**src/rtl/s00_axis_rx_fifo_pkg.sv**
```systemverilog
// s00_axis_rx_fifo_pkg: shared defaults and pointer-width helper for the stream FIFOs
package s00_axis_rx_fifo_pkg;
    localparam int DEF_DATA_W = 32;
    localparam int DEF_DEPTH  = 16;

    function automatic int ptr_w(input int depth);
        return $clog2(depth);
    endfunction
endpackage

```
**src/rtl/s00_axis_rx_fifo_if.sv**
```systemverilog
// s00_axis_rx_fifo_if: AXI4-Stream beat bundle (tdata/tstrb/tvalid/tready/tlast/tuser)
// master drives the beat and samples tready; slave does the reverse.
interface s00_axis_rx_fifo_if #(parameter int DATA_W = 32);
    logic [DATA_W-1:0]   tdata;
    logic [DATA_W/8-1:0] tstrb;
    logic                tvalid;
    logic                tready;
    logic                tlast;
    logic                tuser;
    modport master (output tdata, tstrb, tvalid, tlast, tuser, input tready);
    modport slave  (input tdata, tstrb, tvalid, tlast, tuser, output tready);
endinterface

```
**src/rtl/s00_axis_rx_fifo_sync_fifo_core.sv**
```systemverilog
// sync_fifo_core: circular FIFO storing data/last/user with a registered read port
// in: clk, rst_n, wr_en + wr_data/wr_last/wr_user, rd_en
// out: rd_data/rd_last/rd_user/rd_valid (one cycle after a pop), count, empty, full
module sync_fifo_core
    import s00_axis_rx_fifo_pkg::*;
#(
    parameter int DATA_W = DEF_DATA_W,
    parameter int DEPTH  = DEF_DEPTH
) (
    input  logic                    clk,
    input  logic                    rst_n,
    input  logic                    wr_en,
    input  logic [DATA_W-1:0]       wr_data,
    input  logic                    wr_last,
    input  logic                    wr_user,
    input  logic                    rd_en,
    output logic [DATA_W-1:0]       rd_data,
    output logic                    rd_last,
    output logic                    rd_user,
    output logic                    rd_valid,
    output logic [ptr_w(DEPTH):0]   count,
    output logic                    empty,
    output logic                    full
);
    localparam int PW = ptr_w(DEPTH);

    logic [DATA_W-1:0] mem_data [DEPTH];
    logic              mem_last [DEPTH];
    logic              mem_user [DEPTH];
    logic [PW-1:0]     wr_ptr;
    logic [PW-1:0]     rd_ptr;
    logic              do_wr;
    logic              do_rd;

    assign empty = count == '0;
    assign full  = count == (PW+1)'(DEPTH);
    assign do_wr = wr_en && !full;
    assign do_rd = rd_en && !empty;

    always_ff @(posedge clk) begin
        if (do_wr) begin
            mem_data[wr_ptr] <= wr_data;
            mem_last[wr_ptr] <= wr_last;
            mem_user[wr_ptr] <= wr_user;
        end
    end

    // Pointers wrap naturally at DEPTH because DEPTH is a power of two.
    always_ff @(posedge clk or negedge rst_n) begin
        if (!rst_n) begin
            wr_ptr   <= '0;
            rd_ptr   <= '0;
            count    <= '0;
            rd_valid <= 1'b0;
            rd_data  <= '0;
            rd_last  <= 1'b0;
            rd_user  <= 1'b0;
        end else begin
            wr_ptr   <= wr_ptr + PW'(do_wr);
            rd_ptr   <= rd_ptr + PW'(do_rd);
            count    <= count + (PW+1)'(do_wr) - (PW+1)'(do_rd);
            rd_valid <= do_rd;
            if (do_rd) begin
                rd_data <= mem_data[rd_ptr];
                rd_last <= mem_last[rd_ptr];
                rd_user <= mem_user[rd_ptr];
            end
        end
    end
endmodule

```
**src/rtl/s00_axis_rx_fifo.sv**
```systemverilog
// s00_axis_rx_fifo: AXI4-Stream slave receive buffer feeding the crop core via rd_en
// in: S_AXIS_ACLK, S_AXIS_ARESETN, s_axis (slave beat bundle), rd_en
// out: data_out/last_out/user_out/valid_out, empty, fill_level, sticky underflow
module s00_axis_rx_fifo
    import s00_axis_rx_fifo_pkg::*;
#(
    parameter int C_S_AXIS_TDATA_WIDTH = DEF_DATA_W,
    parameter int C_S_AXIS_FIFO_DEPTH  = DEF_DEPTH
) (
    input  logic                                  S_AXIS_ACLK,
    input  logic                                  S_AXIS_ARESETN,
    s00_axis_rx_fifo_if.slave                     s_axis,
    input  logic                                  rd_en,
    output logic [C_S_AXIS_TDATA_WIDTH-1:0]       data_out,
    output logic                                  last_out,
    output logic                                  user_out,
    output logic                                  valid_out,
    output logic                                  empty,
    output logic [ptr_w(C_S_AXIS_FIFO_DEPTH):0]   fill_level,
    output logic                                  underflow
);
    logic run_q;
    logic full;
    logic accept;
    logic unused_tstrb;

    // tready is held low in reset and in the release cycle; afterwards it is a
    // pure decode of the registered count, so no input reaches it combinationally.
    assign s_axis.tready = run_q && !full;
    assign accept        = s_axis.tvalid && s_axis.tready;
    assign unused_tstrb  = ^s_axis.tstrb;

    always_ff @(posedge S_AXIS_ACLK or negedge S_AXIS_ARESETN) begin
        if (!S_AXIS_ARESETN) begin
            run_q     <= 1'b0;
            underflow <= 1'b0;
        end else begin
            run_q <= 1'b1;
            if (rd_en && empty) underflow <= 1'b1;
        end
    end

    sync_fifo_core #(
        .DATA_W (C_S_AXIS_TDATA_WIDTH),
        .DEPTH  (C_S_AXIS_FIFO_DEPTH)
    ) u_core (
        .clk      (S_AXIS_ACLK),
        .rst_n    (S_AXIS_ARESETN),
        .wr_en    (accept),
        .wr_data  (s_axis.tdata),
        .wr_last  (s_axis.tlast),
        .wr_user  (s_axis.tuser),
        .rd_en    (rd_en),
        .rd_data  (data_out),
        .rd_last  (last_out),
        .rd_user  (user_out),
        .rd_valid (valid_out),
        .count    (fill_level),
        .empty    (empty),
        .full     (full)
    );
endmodule

```
**src/flat_wrapper.sv**
```systemverilog
// flat-port wrapper written by rule: the top's interface ports become plain ports
module s00_axis_rx_fifo_flat import s00_axis_rx_fifo_pkg::*;
#(
    parameter int C_S_AXIS_TDATA_WIDTH = DEF_DATA_W,
    parameter int C_S_AXIS_FIFO_DEPTH  = DEF_DEPTH
)
  (S_AXIS_ACLK, S_AXIS_ARESETN, rd_en, data_out, last_out, user_out, valid_out, empty, fill_level, underflow, s_axis_tdata, s_axis_tstrb, s_axis_tvalid, s_axis_tlast, s_axis_tuser, s_axis_tready);
  s00_axis_rx_fifo_if #(.DATA_W((32))) s_axis_i ();
  input  logic S_AXIS_ACLK;
  input  logic S_AXIS_ARESETN;
  input  logic rd_en;
  output logic [C_S_AXIS_TDATA_WIDTH-1:0] data_out;
  output logic last_out;
  output logic user_out;
  output logic valid_out;
  output logic empty;
  output logic [ptr_w(C_S_AXIS_FIFO_DEPTH):0] fill_level;
  output logic underflow;
  input wire logic [$bits(s_axis_i.tdata)-1:0] s_axis_tdata;
  input wire logic [$bits(s_axis_i.tstrb)-1:0] s_axis_tstrb;
  input wire logic [$bits(s_axis_i.tvalid)-1:0] s_axis_tvalid;
  input wire logic [$bits(s_axis_i.tlast)-1:0] s_axis_tlast;
  input wire logic [$bits(s_axis_i.tuser)-1:0] s_axis_tuser;
  output wire logic [$bits(s_axis_i.tready)-1:0] s_axis_tready;
  assign s_axis_i.tdata = s_axis_tdata;
  assign s_axis_i.tstrb = s_axis_tstrb;
  assign s_axis_i.tvalid = s_axis_tvalid;
  assign s_axis_i.tlast = s_axis_tlast;
  assign s_axis_i.tuser = s_axis_tuser;
  assign s_axis_tready = s_axis_i.tready;
  s00_axis_rx_fifo #(.C_S_AXIS_TDATA_WIDTH(C_S_AXIS_TDATA_WIDTH), .C_S_AXIS_FIFO_DEPTH(C_S_AXIS_FIFO_DEPTH)) u_core (.S_AXIS_ACLK(S_AXIS_ACLK), .S_AXIS_ARESETN(S_AXIS_ARESETN), .s_axis(s_axis_i), .rd_en(rd_en), .data_out(data_out), .last_out(last_out), .user_out(user_out), .valid_out(valid_out), .empty(empty), .fill_level(fill_level), .underflow(underflow));
endmodule
```
**config.mk**
```make
export PLATFORM = sky130hd
export DESIGN_NAME = s00_axis_rx_fifo_flat
export DESIGN_NICKNAME = d
export VERILOG_FILES = /design/src/rtl/s00_axis_rx_fifo_pkg.sv /design/src/rtl/s00_axis_rx_fifo_if.sv /design/src/rtl/s00_axis_rx_fifo_sync_fifo_core.sv /design/src/rtl/s00_axis_rx_fifo.sv /design/src/flat_wrapper.sv
export SDC_FILE = /design/constraint.sdc
export NUM_CORES = 1
export LEC_CHECK = 0
export ABC_AREA = 1
export BUFFER_PORTS_ARGS = -buffer_cell sky130_fd_sc_hd__buf_4
export CAP_MARGIN = 20
export CORE_UTILIZATION = 50
export CTS_CLUSTER_SIZE = 28
export DETAILED_ROUTE_END_ITERATION = 10
export PLACE_DENSITY_LB_ADDON = 0.1
export SYNTH_ARGS = -nofsm -noshare
export SYNTH_HDL_FRONTEND = slang
export SYNTH_HIERARCHICAL = 1
export SYNTH_SLANG_ARGS = --single-unit
```
**constraint.sdc**
```tcl
create_clock -name S_AXIS_ACLK -period 4.2 [get_ports S_AXIS_ACLK]
set_clock_uncertainty 0.05 [all_clocks]
set_input_delay 0.84 -clock S_AXIS_ACLK [delete_from_list [all_inputs] [get_ports S_AXIS_ACLK]]
set_output_delay 0.84 -clock S_AXIS_ACLK [all_outputs]
set_load 0.05 [all_outputs]
```
==> summary.txt <==
Status
  – Status: complete, but fails checks
  – Violated checks: DRC

Synth
  – Synthesized flop and latch total: 594
  – Cell taking the most area after synthesis: edfxtp_1
  – Synth Net Count: 2,077
  – Synth top area cells: edfxtp_1, nand2_1, nand3_1
  – Synth cell count leaders: nand2_1, edfxtp_1, nand3_1
  – Share of flip-flops with an asynchronous set or reset: 0.0842
  – Yosys warning count: 6
  – Top cell type's share of synthesized area: 0.690
  – Syn Std Cell Area: 0.0237 mm²
  – Count leader, synth: nand2_1
  – Main flop type after synthesis: edfxtp_1
  – Unique masters post-synth: 22
  – Number of synthesized flops with an enable pin: 544
  – Seq/Total Area, Yosys: 0.742
  – Syn_area_per_cell: 11.7 µm²
  – Post-synthesis instance total: 2,026

Critical path
  – Worst Setup SP: u_core/u_core/count[3]
  – Worst path max stage delay: 760 ps
  – Slowest cell on crit path: nor2_4
  – Worst Path Required: 4440 ps
  – Worst R2R End: u_core/u_core/mem_data[2][18]
  – Most numerous cell on the critical path: inv_1
  – Kind of critical path: reg -> reg
  – WP data arrival: 3470 ps
  – CP startpoint kind: register
  – Crit Path Max Fanout: 17
  – Reg2reg start: u_core/u_core/count[3]
  – Reg2Reg Depth: 12
  – R2R Setup Slk: 970 ps
  – Crit end category: register
  – CP cell instances: inv_1 > ha_1 > nand3_1 > nor2_1 > inv_1 > nand2_2 > nor2_2 > o21ai_0 > inv_1 > nand3_1 > nor2_4 > buf_4

Die
  – Chip width: 220 µm
  – Die area: 0.0483 mm²
  – Core area: 0.0467 mm²
  – Initial Util: 0.508
  – # IOs: 85
  – Die Ht: 220 µm
  – Row count: 79

GRT
  – GRT Total Usage: 0.242
  – Initial antenna violation count: 0
  – Vias in the first global route: 14,300
  – Largest net degree at the start of global routing: 147
  – Total grt overflow: 0
  – Global-route wire length before repair: 87,000 µm

STA
  – Period utilization: 0.768
  – Setup TNS: 0 ps
  – Final setup violation count: 0
  – Final hold vios: 0
  – RSZ-0062 raised after global routing: no
  – Max Fclk: 0.310 GHz
  – Fin. max-slew vios: 0
  – Period minus WS final: 3230 ps
  – Max-slew headroom at the worst pin: 0.271
  – Final WS setup: 973 ps
  – Slew @ Worst Pin: 1090 ps

Power and ir drop
  – P_sw: 6.51 mW
  – Comb pwr share: 0.308
  – Max VDD drop: 0.504 mV
  – Internal power: 11.4 mW
  – Net Sw Frac: 0.365
  – P per Cell Area: 663 mW/mm²
  – Leak Pwr: 10.2 nW
  – Clock Power Share: 0.279
  – Sequential share of power: 0.413
  – Design Power: 17.9 mW

CTS
  – CTS sink count: 594
  – Clock transition at path regs: 60 ps
  – Worst skew pair latency: 600 ps
  – Htree depth: 2
  – CTS tree: built
  – Clk buf depth: 3
  – Root Driver: clkbuf_16
  – Post-CTS Repair Setup Buffers: 0
  – TritonCTS Buffers: 59
  – Hold buffer count at CTS: 0
  – # resized after CTS: 0

Routing
  – Post-route ant nets: 0
  – Final WL: 57,100 µm
  – Vias per inst: 5.49
  – DR pass1 iterations: 8
  – 1st-iter DRT viols: 1,204
  – WL/cell: 20.8 µm
  – Vias: 15,100
  – # DRC: 8

Layout
  – Final nets: 2,142
  – Antenna cells: 0
  – Layout cells sized above 1: 0.104
  – P&R area growth vs syn: 13.7%

Placed design
  – Pre-CTS setup slack: 913 ps
  – Port Buf Inserts: 80
  – Post-DP HPWL: 29,900 µm
  – Gpl congestion: 0.753

Run
  – Maxcap violations: 0

Worst hold path
  – HP Class: in -> async
==> cell usage in the layout, fill, tap and decap left out <==
| cell type | count |
|---|---|
| clkbuf_1 | 20 |
| dfrtp_1 | 47 |
| nand4_1 | 2 |
| nor2_2 | 1 |
| ha_1 | 8 |
| conb_1 | 1 |
| buf_4 | 104 |
| buf_12 | 14 |
| bufinv_16 | 1 |
| nand2_2 | 3 |
| clkinv_1 | 14 |
| clkbuf_8 | 8 |
| edfxtp_1 | 544 |
| xor2_1 | 5 |
| dfrtp_4 | 2 |
| a21oi_1 | 70 |
| nor2_1 | 41 |
| dfrtp_2 | 1 |
| nand3_1 | 312 |
| fa_1 | 1 |
| inv_2 | 4 |
| clkbuf_16 | 61 |
| nor2_4 | 17 |
| clkinv_4 | 1 |
| xnor2_1 | 2 |
| o21ai_0 | 2 |
| clkinv_2 | 5 |
| inv_8 | 1 |
| inv_1 | 18 |
| nand2_1 | 830 |
==> final cells by class <==
type	count	area, µm²
clock inverters	21	116
repair buffers	118	1060
fillers	3896	19700
flip-flops and latches	594	17600
multi-input cells	1295	5610
clock buffers	89	1710
well taps	607	759
inverters	23	93.8
==> cells by family (layout without fill, tap and decap cells) <==
group	Yosys count	in the layout	share of synthesized area
AND/OR/NAND/NOR	1206	1206	0.208
flip-flops	594	594	0.742
buffers and inverters	137	251	0.0265
AO/OA/AOI/OAI	72	72	0.0152
adder cells (fa/ha/maj)	9	9	0.00507
XOR/XNOR	7	7	0.00259
other	1	1	0.000158
==> flip-flops by register name, summed over array words and instances, names as in the netlist <==
signal and cells:
u_core/run_q 1, u_core/u_core/count 5, u_core/u_core/mem_data 512, u_core/u_core/mem_last 16, u_core/u_core/mem_user 16, u_core/u_core/rd_data 32, u_core/u_core/rd_last 1, u_core/u_core/rd_ptr 4
u_core/u_core/rd_user 1, u_core/u_core/rd_valid 1, u_core/u_core/wr_ptr 4, u_core/underflow 1
==> power groups by stage <==
| stage | Clock [mW] | Combinational [mW] | Sequential (mW) |
|---|---|---|---|
| finish | 4.99 | 5.50 | 7.38 |
| global route | 5.31 | 6.04 | 7.44 |
| CTS | 5.07 | 5.54 | 7.39 |
| detailed placement | 0 | 5.52 | 7.50 |
| global placement | 0 | 5.45 | 7.48 |
| floorplan | 0 | 3.24 | 7.94 |
==> per-layer routing <==
layer | up-vias | routed length [µm] | GRT usage
li1 | 7116 | - | -
met1 | 7426 | 25200 | 0.346
met2 | 444 | 27600 | 0.395
met3 | 86 | 3180 | 0.0313
met4 | 0 | 1090 | 0.0605
met5 | - | 0 | 0
==> critical path: cells and delay by family, from the launching register on <==
kind,cells,cell delay [ps]
simple gates,6,1410
buf+inv,4,760
flops,1,380
fa+ha+maj,1,200
compound gates,1,80
==> through the flow <==
step	hold slack [ps]	instance area, µm²	instances	util
2_1_floorplan	399	23700	2026	-
3_3_place_gp	399	25100	2637	0.538
3_5_place_dp	400	25100	2637	0.538
4_1_cts	333	26900	2747	0.578
5_1_grt	358	26900	2747	0.578
6_report	322	26900	2747	0.578
==> worst max-delay path by stage <==
stage | to | cells past startpoint
4_1_cts | u_core/u_core/mem_data[2][18] | 12
6_report | u_core/u_core/mem_data[2][18] | 12
5_1_grt | u_core/u_core/mem_data[2][18] | 12
3_3_place_gp | u_core/u_core/mem_data[2][13] | 8
3_5_place_dp | u_core/u_core/mem_data[2][13] | 8
2_1_floorplan | u_core/u_core/mem_data[10][0] | 11
Power figures use the tool's default switching activity.
